## config.mk

```make
export PLATFORM = sky130hd
export DESIGN_NAME = zoom_mul_arbiter
export DESIGN_NICKNAME = d
export VERILOG_FILES = /design/src/rtl/zoom_mul_pkg.sv /design/src/rtl/mul5x4.sv /design/src/rtl/zoom_mul_rsp_fifo.sv /design/src/rtl/zoom_mul_arbiter.sv
export SDC_FILE = /design/constraint.sdc
export NUM_CORES = 1
export LEC_CHECK = 0
export CORE_UTILIZATION = 50
export CTS_BUF_LIST = sky130_fd_sc_hd__clkbuf_2
export CTS_CLUSTER_DIAMETER = 30
export DETAILED_ROUTE_END_ITERATION = 6
export PLACE_DENSITY = 0.73
export SYNTH_ARGS = -nofsm -noshare
export SYNTH_HDL_FRONTEND = slang
export SYNTH_SLANG_ARGS = --single-unit
```

## constraint.sdc

```tcl
create_clock -name clk -period 9.5 [get_ports clk]
set_clock_uncertainty 0.2 [all_clocks]
set_input_delay 1.9 -clock clk [delete_from_list [all_inputs] [get_ports clk]]
set_output_delay 1.9 -clock clk [all_outputs]
set_load 0.05 [all_outputs]
```

## src/rtl/zoom_mul_pkg.sv

```systemverilog
// Shared widths, result-entry type and round-robin helpers for the ZOOM multiplier arbiter.
package zoom_mul_pkg;

    localparam int MUL_A_W      = 5;
    localparam int MUL_B_W      = 4;
    localparam int MUL_C_W      = 9;
    localparam int RR_MAX       = 8;
    localparam int RSP_ID_MAX_W = 3;

    typedef struct packed {
        logic [RSP_ID_MAX_W-1:0] id;
        logic [MUL_C_W-1:0]      c;
    } rsp_entry_t;

    function automatic int rr_next(input int idx, input int n);
        int nxt;
        nxt = idx + 1;
        if (nxt >= n) begin
            nxt = 0;
        end
        return nxt;
    endfunction

    // Lowest valid index at or after ptr, wrapping modulo n; -1 when nothing is valid.
    function automatic int rr_pick(input logic [RR_MAX-1:0] valid, input int ptr, input int n);
        int pick;
        int j;
        pick = -1;
        for (int k = 0; k < RR_MAX; k++) begin
            j = ptr + k;
            if (j >= n) begin
                j = j - n;
            end
            if ((k < n) && (pick < 0) && valid[3'(j)]) begin
                pick = j;
            end
        end
        return pick;
    endfunction

endpackage

```

## src/rtl/mul5x4.sv

```systemverilog
// Pipelined 5x4 unsigned multiplier; the product of the inputs appears on c LAT cycles later.
module mul5x4
    import zoom_mul_pkg::*;
#(
    parameter int LAT = 2
) (
    input  logic               clk,
    input  logic [MUL_A_W-1:0] a,
    input  logic [MUL_B_W-1:0] b,
    output logic [MUL_C_W-1:0] c
);

    logic [LAT-1:0][MUL_C_W-1:0] pipe_q;
    logic [LAT-1:0][MUL_C_W-1:0] pipe_d;

    always_comb begin
        pipe_d    = pipe_q;
        pipe_d[0] = MUL_C_W'(a) * MUL_C_W'(b);
        for (int i = 1; i < LAT; i++) begin
            pipe_d[i] = pipe_q[i-1];
        end
    end

    // No reset: the arbiter's tag valids decide whether a product is meaningful.
    always_ff @(posedge clk) begin
        pipe_q <= pipe_d;
    end

    assign c = pipe_q[LAT-1];

endmodule

```

## src/rtl/zoom_mul_rsp_fifo.sv

```systemverilog
// First-word-fall-through result FIFO; the head is presented while non-empty, zero otherwise.
module zoom_mul_rsp_fifo #(
    parameter int DEPTH = 4,
    parameter int WIDTH = 12,
    localparam int PTR_W = (DEPTH > 1) ? $clog2(DEPTH) : 1,
    localparam int CNT_W = $clog2(DEPTH + 1)
) (
    input  logic             clk,
    input  logic             rst,
    input  logic             wr_en,
    input  logic [WIDTH-1:0] wr_data,
    input  logic             rd_en,
    output logic [WIDTH-1:0] rd_data,
    output logic [CNT_W-1:0] count,
    output logic             full,
    output logic             empty
);

    logic [WIDTH-1:0] mem_q [DEPTH];
    logic [WIDTH-1:0] mem_d [DEPTH];
    logic [PTR_W-1:0] wr_ptr_q, wr_ptr_d;
    logic [PTR_W-1:0] rd_ptr_q, rd_ptr_d;
    logic [CNT_W-1:0] count_q, count_d;
    logic             do_wr;
    logic             do_rd;

    function automatic logic [PTR_W-1:0] bump(input logic [PTR_W-1:0] p);
        return (p == PTR_W'(DEPTH - 1)) ? '0 : p + 1'b1;
    endfunction

    assign empty = (count_q == '0);
    assign full  = (count_q == CNT_W'(DEPTH));
    assign count = count_q;

    // A pop frees the slot in the same cycle, so a write into a full FIFO is legal alongside a read.
    assign do_rd = rd_en & ~empty;
    assign do_wr = wr_en & (~full | do_rd);

    always_comb begin
        mem_d    = mem_q;
        wr_ptr_d = wr_ptr_q;
        rd_ptr_d = rd_ptr_q;
        count_d  = count_q;
        if (do_wr) begin
            mem_d[wr_ptr_q] = wr_data;
            wr_ptr_d        = bump(wr_ptr_q);
        end
        if (do_rd) begin
            rd_ptr_d = bump(rd_ptr_q);
        end
        case ({do_wr, do_rd})
            2'b10:   count_d = count_q + CNT_W'(1);
            2'b01:   count_d = count_q - CNT_W'(1);
            default: count_d = count_q;
        endcase
    end

    always_ff @(posedge clk or posedge rst) begin
        if (rst) begin
            wr_ptr_q <= '0;
            rd_ptr_q <= '0;
            count_q  <= '0;
            for (int i = 0; i < DEPTH; i++) begin
                mem_q[i] <= '0;
            end
        end else begin
            wr_ptr_q <= wr_ptr_d;
            rd_ptr_q <= rd_ptr_d;
            count_q  <= count_d;
            mem_q    <= mem_d;
        end
    end

    assign rd_data = empty ? '0 : mem_q[rd_ptr_q];

endmodule

```

## src/rtl/zoom_mul_arbiter.sv

```systemverilog
// Round-robin sharing of one mul5x4 among N_REQ requesters, with credit-limited issue
// and in-order tagged results through a FWFT FIFO.
module zoom_mul_arbiter
    import zoom_mul_pkg::*;
#(
    parameter int N_REQ      = 4,
    parameter int MUL_LAT    = 2,
    parameter int FIFO_DEPTH = 4,
    parameter int ID_W       = 2
) (
    input  logic                       clk,
    input  logic                       rst,
    input  logic [N_REQ-1:0]           req_valid,
    input  logic [N_REQ*MUL_A_W-1:0]   req_a,
    input  logic [N_REQ*MUL_B_W-1:0]   req_b,
    output logic [N_REQ-1:0]           req_ready,
    output logic                       rsp_valid,
    input  logic                       rsp_ready,
    output logic [ID_W-1:0]            rsp_id,
    output logic [MUL_C_W-1:0]         rsp_c,
    output logic                       busy
);

    localparam int CNT_W = $clog2(FIFO_DEPTH + 1);

    logic [ID_W-1:0]               ptr_q, ptr_d;
    logic [CNT_W-1:0]              cnt_q, cnt_d;
    logic [MUL_LAT-1:0]            tag_vld_q, tag_vld_d;
    logic [MUL_LAT-1:0][ID_W-1:0]  tag_id_q, tag_id_d;

    logic [RR_MAX-1:0]             valid_ext;
    int                            grant;
    logic [ID_W-1:0]               grant_id;
    logic                          issue_ok;
    logic                          issue;
    logic [MUL_A_W-1:0]            mul_a;
    logic [MUL_B_W-1:0]            mul_b;
    logic [MUL_C_W-1:0]            mul_c;

    rsp_entry_t                    wr_entry;
    rsp_entry_t                    rd_entry;
    logic                          fifo_wr;
    logic                          fifo_pop;
    logic                          fifo_full;
    logic                          fifo_empty;
    logic [CNT_W-1:0]              fifo_count;

    // Credits come from the registered count only, keeping rsp_ready out of the req_ready cone.
    always_comb begin
        valid_ext               = '0;
        valid_ext[N_REQ-1:0]    = req_valid;
        grant                   = rr_pick(valid_ext, int'(ptr_q), N_REQ);
        grant_id                = ID_W'(grant);
        issue_ok                = (cnt_q < CNT_W'(FIFO_DEPTH));
        req_ready               = '0;
        if ((grant >= 0) && issue_ok && !rst) begin
            req_ready[grant_id] = 1'b1;
        end
        issue = |(req_valid & req_ready);
    end

    always_comb begin
        mul_a = '0;
        mul_b = '0;
        ptr_d = ptr_q;
        if (issue) begin
            mul_a = req_a[int'(grant_id)*MUL_A_W +: MUL_A_W];
            mul_b = req_b[int'(grant_id)*MUL_B_W +: MUL_B_W];
            ptr_d = ID_W'(rr_next(int'(grant_id), N_REQ));
        end
    end

    always_comb begin
        tag_vld_d    = tag_vld_q;
        tag_id_d     = tag_id_q;
        tag_vld_d[0] = issue;
        tag_id_d[0]  = grant_id;
        for (int i = 1; i < MUL_LAT; i++) begin
            tag_vld_d[i] = tag_vld_q[i-1];
            tag_id_d[i]  = tag_id_q[i-1];
        end
    end

    assign fifo_pop = rsp_valid & rsp_ready;

    always_comb begin
        case ({issue, fifo_pop})
            2'b10:   cnt_d = cnt_q + CNT_W'(1);
            2'b01:   cnt_d = cnt_q - CNT_W'(1);
            default: cnt_d = cnt_q;
        endcase
    end

    always_ff @(posedge clk or posedge rst) begin
        if (rst) begin
            ptr_q     <= '0;
            cnt_q     <= '0;
            tag_vld_q <= '0;
            tag_id_q  <= '0;
        end else begin
            ptr_q     <= ptr_d;
            cnt_q     <= cnt_d;
            tag_vld_q <= tag_vld_d;
            tag_id_q  <= tag_id_d;
        end
    end

    mul5x4 #(
        .LAT (MUL_LAT)
    ) u_mul (
        .clk (clk),
        .a   (mul_a),
        .b   (mul_b),
        .c   (mul_c)
    );

    // The last tag stage lines up with the multiplier output, so it is the FIFO write strobe.
    always_comb begin
        wr_entry                = '0;
        wr_entry.id[ID_W-1:0]   = tag_id_q[MUL_LAT-1];
        wr_entry.c              = mul_c;
        fifo_wr                 = tag_vld_q[MUL_LAT-1];
    end

    zoom_mul_rsp_fifo #(
        .DEPTH (FIFO_DEPTH),
        .WIDTH ($bits(rsp_entry_t))
    ) u_fifo (
        .clk     (clk),
        .rst     (rst),
        .wr_en   (fifo_wr),
        .wr_data (wr_entry),
        .rd_en   (rsp_ready),
        .rd_data (rd_entry),
        .count   (fifo_count),
        .full    (fifo_full),
        .empty   (fifo_empty)
    );

    assign rsp_valid = ~fifo_empty;
    assign rsp_id    = rd_entry.id[ID_W-1:0];
    assign rsp_c     = rd_entry.c;
    assign busy      = (cnt_q != '0);

    logic fifo_status_unused;
    assign fifo_status_unused = ^{fifo_count, fifo_full};

    if (ID_W < RSP_ID_MAX_W) begin : g_id_pad
        logic id_pad_unused;
        assign id_pad_unused = |rd_entry.id[RSP_ID_MAX_W-1:ID_W];
    end

endmodule
```

# After elaboration in Yosys (flattened, before gate mapping)
# Cells that the tools add are included.
dict set report totals {
  input_bits 43
  regBits 84
}
dict set report op_classes {
  n_reduce_logical 13
  add_sub_neg 14
  mul 2
  eq_ne 7
  shifts 2
  n_lt_le_gt_ge 19
  muxes 37
  n_bitwise 8
}
# cell count
set ops {}
lappend ops {{$mux 32} 8}
lappend ops {{$lt 32x1->1 const B} 3}
lappend ops {{$bwmux 48} 1}
lappend ops {{$mux 11} 3}
lappend ops {{$ge 32x1->1 const B} 1}
lappend ops {{$bmux 12 s2} 1}
lappend ops {{$demux 12 s2} 1}
lappend ops {{$lt 3x5->1 const B} 4}
lappend ops {{$shiftx 20x6->5} 1}
lappend ops {{$ge 3x3->1 const B} 6}
lappend ops {{$shiftx 16x5->4} 1}
lappend ops {{$bmux 1 s3} 4}
lappend ops {{$mux 12} 1}
lappend ops {{$pmux 3 s2} 2}
lappend ops {{$sub 3x3->4 const B} 3}
lappend ops {{$mul 5x4->9} 1}
lappend ops {{$mux 1} 9}
lappend ops {{$eq 2x2->1 const B} 4}
lappend ops {{$mux 4} 2}
lappend ops {{$logic_and 1x1->1} 7}
lappend ops {{$add 2x1->3 const B} 2}
lappend ops {{$add 2x2->3 const B} 2}
lappend ops {{$add 3x1->3 const B} 2}
lappend ops {{$mux 2} 3}
lappend ops {{23 further kinds} 30}

# Logic depth before layout (Yosys ltp)
dict set report depth {
  depth_word 24
  depth_mapped 29
}

# By module
# Synthesis repeated with hierarchy kept, for this count alone.
dict set report hier_totals {
  cells_unflattened 381
  hier_area_um2 4730.8
}
# module instances area_each_um2 seq_area_each_um2 cells_each
set by_module_without_submodules {}
lappend by_module_without_submodules {zoom_mul_rsp_fifo 1 2608.8 1376.3 172}
lappend by_module_without_submodules {zoom_mul_arbiter 1 1146.1 275.3 116}
lappend by_module_without_submodules {mul5x4 1 975.9 360.3 93}

# Least setup slack after synthesis
# OpenSTA, ideal clock, no wires.
dict set report synth_path {
  kind {input -> register}
  from {input req_valid[1]}
  to {register u_mul.pipe_q (netlist bit u_mul.pipe_d[17])}
  stages 24
  t_arrival_ns 6.026
  path_buffers 3
  required_ns 9.228
  path_slack_ns 3.202
  path_cell_list {mux2i_1 a21o_1 a31oi_1 o21a_1 buf_2 buf_2 inv_1 ha_1 a22oi_1 nand2_1 nand2_2 nor2_2 buf_6 a22o_1 fa_1 inv_1 fa_1 inv_1 ha_1 a21oi_1 o21bai_1 a21o_1 a21oi_1 xnor2_1}
}
# item line_no
set synth_rtl {}
lappend synth_rtl {{start, declared} zoom_mul_arbiter.sv:13} ;# input logic [N_REQ-1:0] req_valid,
lappend synth_rtl {{end signal, assigned} mul5x4.sv:26} ;# pipe_q <= pipe_d;
lappend synth_rtl {{end, declared} mul5x4.sv:13} ;# logic [LAT-1:0][MUL_C_W-1:0] pipe_q;

==> flow_metrics.py <==
metrics = {
    "clock_network": {
        "clock-sinks": 80,
        "h-tree-depth": 3,
        "numCtsBuffers": 9,
        "path_clk_slew_ns": 0.20,
        "cts_tree": "done",
        "post-cts-setup-buffers": 0,
        "cts_buffer_depth": 2,
        "cts_resized": 0,
        "clk_latency_ns": 0.49,
        "cts_hold_buf": 0,
        "root_buffer": "clkbuf_2",
    },
    "pwr": {
        "power_switching_uw": 621.0,
        "pwr-share-clk_pct": 14.2,
        "leakage_uw": 0.002769,
        "p_seq_share_pct": 35.2,
        "combPwrFrac_pct": 50.6,
        "swShare_pct": 39.69,
        "internal-power_uw": 943.5,
        "peakVddDrop_mv": 0.2452,
        "p_per_area_nw_per_um2": 274.1,
    },
    "hold_path": {
        "hold_depth": 0,
        "hp-start": "u_mul.pipe_d[14]$_DFF_P_",
        "worstHoldPathType": "reg -> reg",
        "whs_endpoint": "u_mul.c[5]$_DFF_P_",
    },
    "sta": {
        "fmax_ghz": 0.1374,
        "finalSetupTns_ns": 0,
        "tightest_slew_ns": 0.8013,
        "relSlewSlack_pct": 46.58,
        "period_minus_slack_ns": 7.281,
        "fin_crit_sh_pct": 76.64,
        "setup_viol": 0,
        "rsz0062_at_grt": "false",
        "final-hold-violation-count": 0,
        "maxSlewViolCount": 0,
    },
    "layout": {
        "syn_to_final_growth_pct": 16.71,
        "n_antenna_cell": 0,
        "mostFrequentLayoutCells": "nand2_1, dfrtp_1, clkdlybuf4s50_1",
        "drive_gt1_share_pct": 15.88,
        "fin_cells": 639,
        "regArea_um2": 1912,
        "mostFrequentLayoutCell": "nand2_1",
        "multi_input_comb_area_um2": 2754,
        "final_cell_area_um2": 5707,
        "final_nets": 583,
        "fillers": 833,
    },
    "global_route": {
        "antenna_found_initial": 0,
        "overflow": 0,
        "track_usage_pct": 21.11,
        "grt_pass1_wl_um": 16720,
        "first_global_vias": 3573,
        "grt_max_degree": 63,
    },
    "die": {
        "rows": 35,
        "coreArea_um2": 9371,
        "io_pins": 60,
        "chipHeight_um": 100.9,
        "start_util_pct": 52.18,
        "dieArea_um2": 10180,
        "die_x_um": 100.9,
    },
    "drt": {
        "drtIter0Drc": 100,
        "via_count": 3453,
        "wl_um": 9966,
        "drc_errors": 0,
        "route.detailed.wl_per_inst_um": 15.60,
        "ant_nets": 0,
        "dr.pass1.iters": 5,
        "avgViaCountPerCell": 5.404,
    },
    "critical_path": {
        "critPathCaptureType": "flip-flop",
        "critPathMaxFanout": 43,
        "crit_slowest_cell": "clkdlybuf4s50_1",
        "critPathBufInv": 3,
        "cp-start-kind": "input port",
        "required_ns": 9.73,
        "rr_worst_depth": 22,
        "worstReg2RegStart": "ptr_q[0]$_DFFE_PP0N_",
        "r2r-end": "u_mul.pipe_d[16]$_DFF_P_",
        "max_stage_delay_ns": 0.63,
        "path_delay_family": "adder cells",
        "crit_chain": "clkdlybuf4s50_1, mux2i_1, a21o_1, a31oi_1, o21a_2, buf_4, ha_1, a22oi_1, nand2_1, nand2_2, nor2_2, a22oi_1, fa_1, fa_1, inv_1, ha_1, a21o_1, a21oi_1, o21bai_1, a21oi_1, xnor2_1",
        "critical_path_class": "in -> reg",
        "arrival_ns": 7.51,
        "ff2ff_setup_slack_ns": 3.08,
    },
    "synthesis": {
        "synth.avg_cell_area_um2": 10.87,
        "synth_cells": 450,
        "netlist_area_um2": 4890,
        "ys_seq_area_share_pct": 39.10,
        "synth_cell_type_count": 41,
        "yosysWarnings": 0,
        "synth-seq-cells": 80,
        "synth_fp_nets": 528,
        "synth_area_leaders": "dfrtp_1, mux2_2, mux2i_1",
        "yosysTopAreaCell": "dfrtp_1",
        "synth_top_area_share_pct": 31.73,
    },
    "place": {
        "placed_area_um2": 5553,
        "place_inst": 623,
        "place_congestion": 0.9521,
        "numPortBuffers": 59,
        "dp_hpwl_um": 7359,
    },
    "run": {
        "cap_violations": 0,
    },
    "outcome": {
        "status": "completed",
    },
}
cell families after synthesis:
logic type,Yosys count,share of synthesized area [%]
fa+ha+maj,35,10.18
flops,80,39.10
simple gates,125,11.11
compound gates,48,7.472
mux,103,25.56
buf+inv,48,4.606
xor+xnor,11,1.970
power groups by stage:
stage               clock network (uW)  registers [uW]  logic (uW)
floorplan                            0             509         657
global placement                     0             553         774
finish                             222             551         791
global route                       242             568         865
detailed placement                   0             559         794
CTS                                226             553         797
metal layers:
metal | GRT usage [%] | vias up | share of wire [%]
li1 | - | 1666 | -
met1 | 26.92 | 1674 | 45
met2 | 37.09 | 101 | 49
met3 | 3.398 | 12 | 4.6
met4 | 5.909 | 0 | 1.1
met5 | 0 | - | 0
cells in the mapped netlist (all sizes together):
cell / count
a21boi: 1
a21o: 4
a21oi: 5
a221oi: 1
a22o: 15
a22oi: 7
a31oi: 2
a41oi: 1
and2: 15
buf: 13
clkbuf: 5
dfrtp: 62
dfxtp: 18
fa: 8
ha: 27
inv: 30
mux2: 45
mux2i: 45
mux4: 13
nand2: 91
nand2b: 1
nand3: 2
nand3b: 2
nand4: 2
nor2: 6
nor2b: 2
nor3: 1
o21a: 1
o21ai: 4
o21bai: 3
o22ai: 2
o31a: 1
o41a: 1
or3: 3
xnor2: 7
xor2: 4
per-stage QoR:
step / power [uW] / hold WS (ns) / util (%) / setup slack (ns)
floorplan: 1166 / 0.1096 / - / 3.202
global placement: 1327 / 0.1110 / 59.25 / 1.899
detailed placement: 1353 / 0.1121 / 59.25 / 1.700
CTS: 1576 / 0.1278 / 60.89 / 2.233
global route: 1676 / 0.1256 / 60.89 / 1.848
finish: 1564 / 0.1288 / 60.89 / 2.219
registers in the layout, indices dropped and copies added (netlist names):
signal and cells:
u_fifo.mem_q 44, u_mul.c 9, u_mul.pipe_d 9, cnt_q 3
u_fifo.count 3, ptr_q 2, tag_id_d 2, tag_id_q 2
tag_vld_q 2, u_fifo.rd_ptr_q 2, u_fifo.wr_ptr_q 2
worst max path at each step:
| stage | from | end | slack (ns) | cells past startpoint |
|---|---|---|---|---|
| 2_1_floorplan | req_valid[1] | u_mul.pipe_d[17]$_DFF_P_ | 3.20 | 24 |
| 3_3_place_gp | req_valid[0] | u_mul.pipe_d[17]$_DFF_P_ | 1.90 | 21 |
| 3_5_place_dp | req_valid[0] | u_mul.pipe_d[17]$_DFF_P_ | 1.70 | 21 |
| 4_1_cts | req_valid[0] | u_mul.pipe_d[16]$_DFF_P_ | 2.23 | 21 |
| 5_1_grt | req_valid[0] | u_mul.pipe_d[16]$_DFF_P_ | 1.85 | 21 |
| 6_report | req_valid[0] | u_mul.pipe_d[16]$_DFF_P_ | 2.22 | 21 |
layout make-up:
| class | instances | share of cell area (%) |
|---|---|---|
| flip-flops and latches | 80 | 33.50 |
| clock inverters | 4 | 1.644 |
| inverters | 30 | 1.973 |
| well taps | 129 | 2.828 |
| clock buffers | 12 | 1.052 |
| repair buffers | 62 | 10.74 |
| multi-input cells | 322 | 48.26 |
Power figures use the tool's default switching activity.
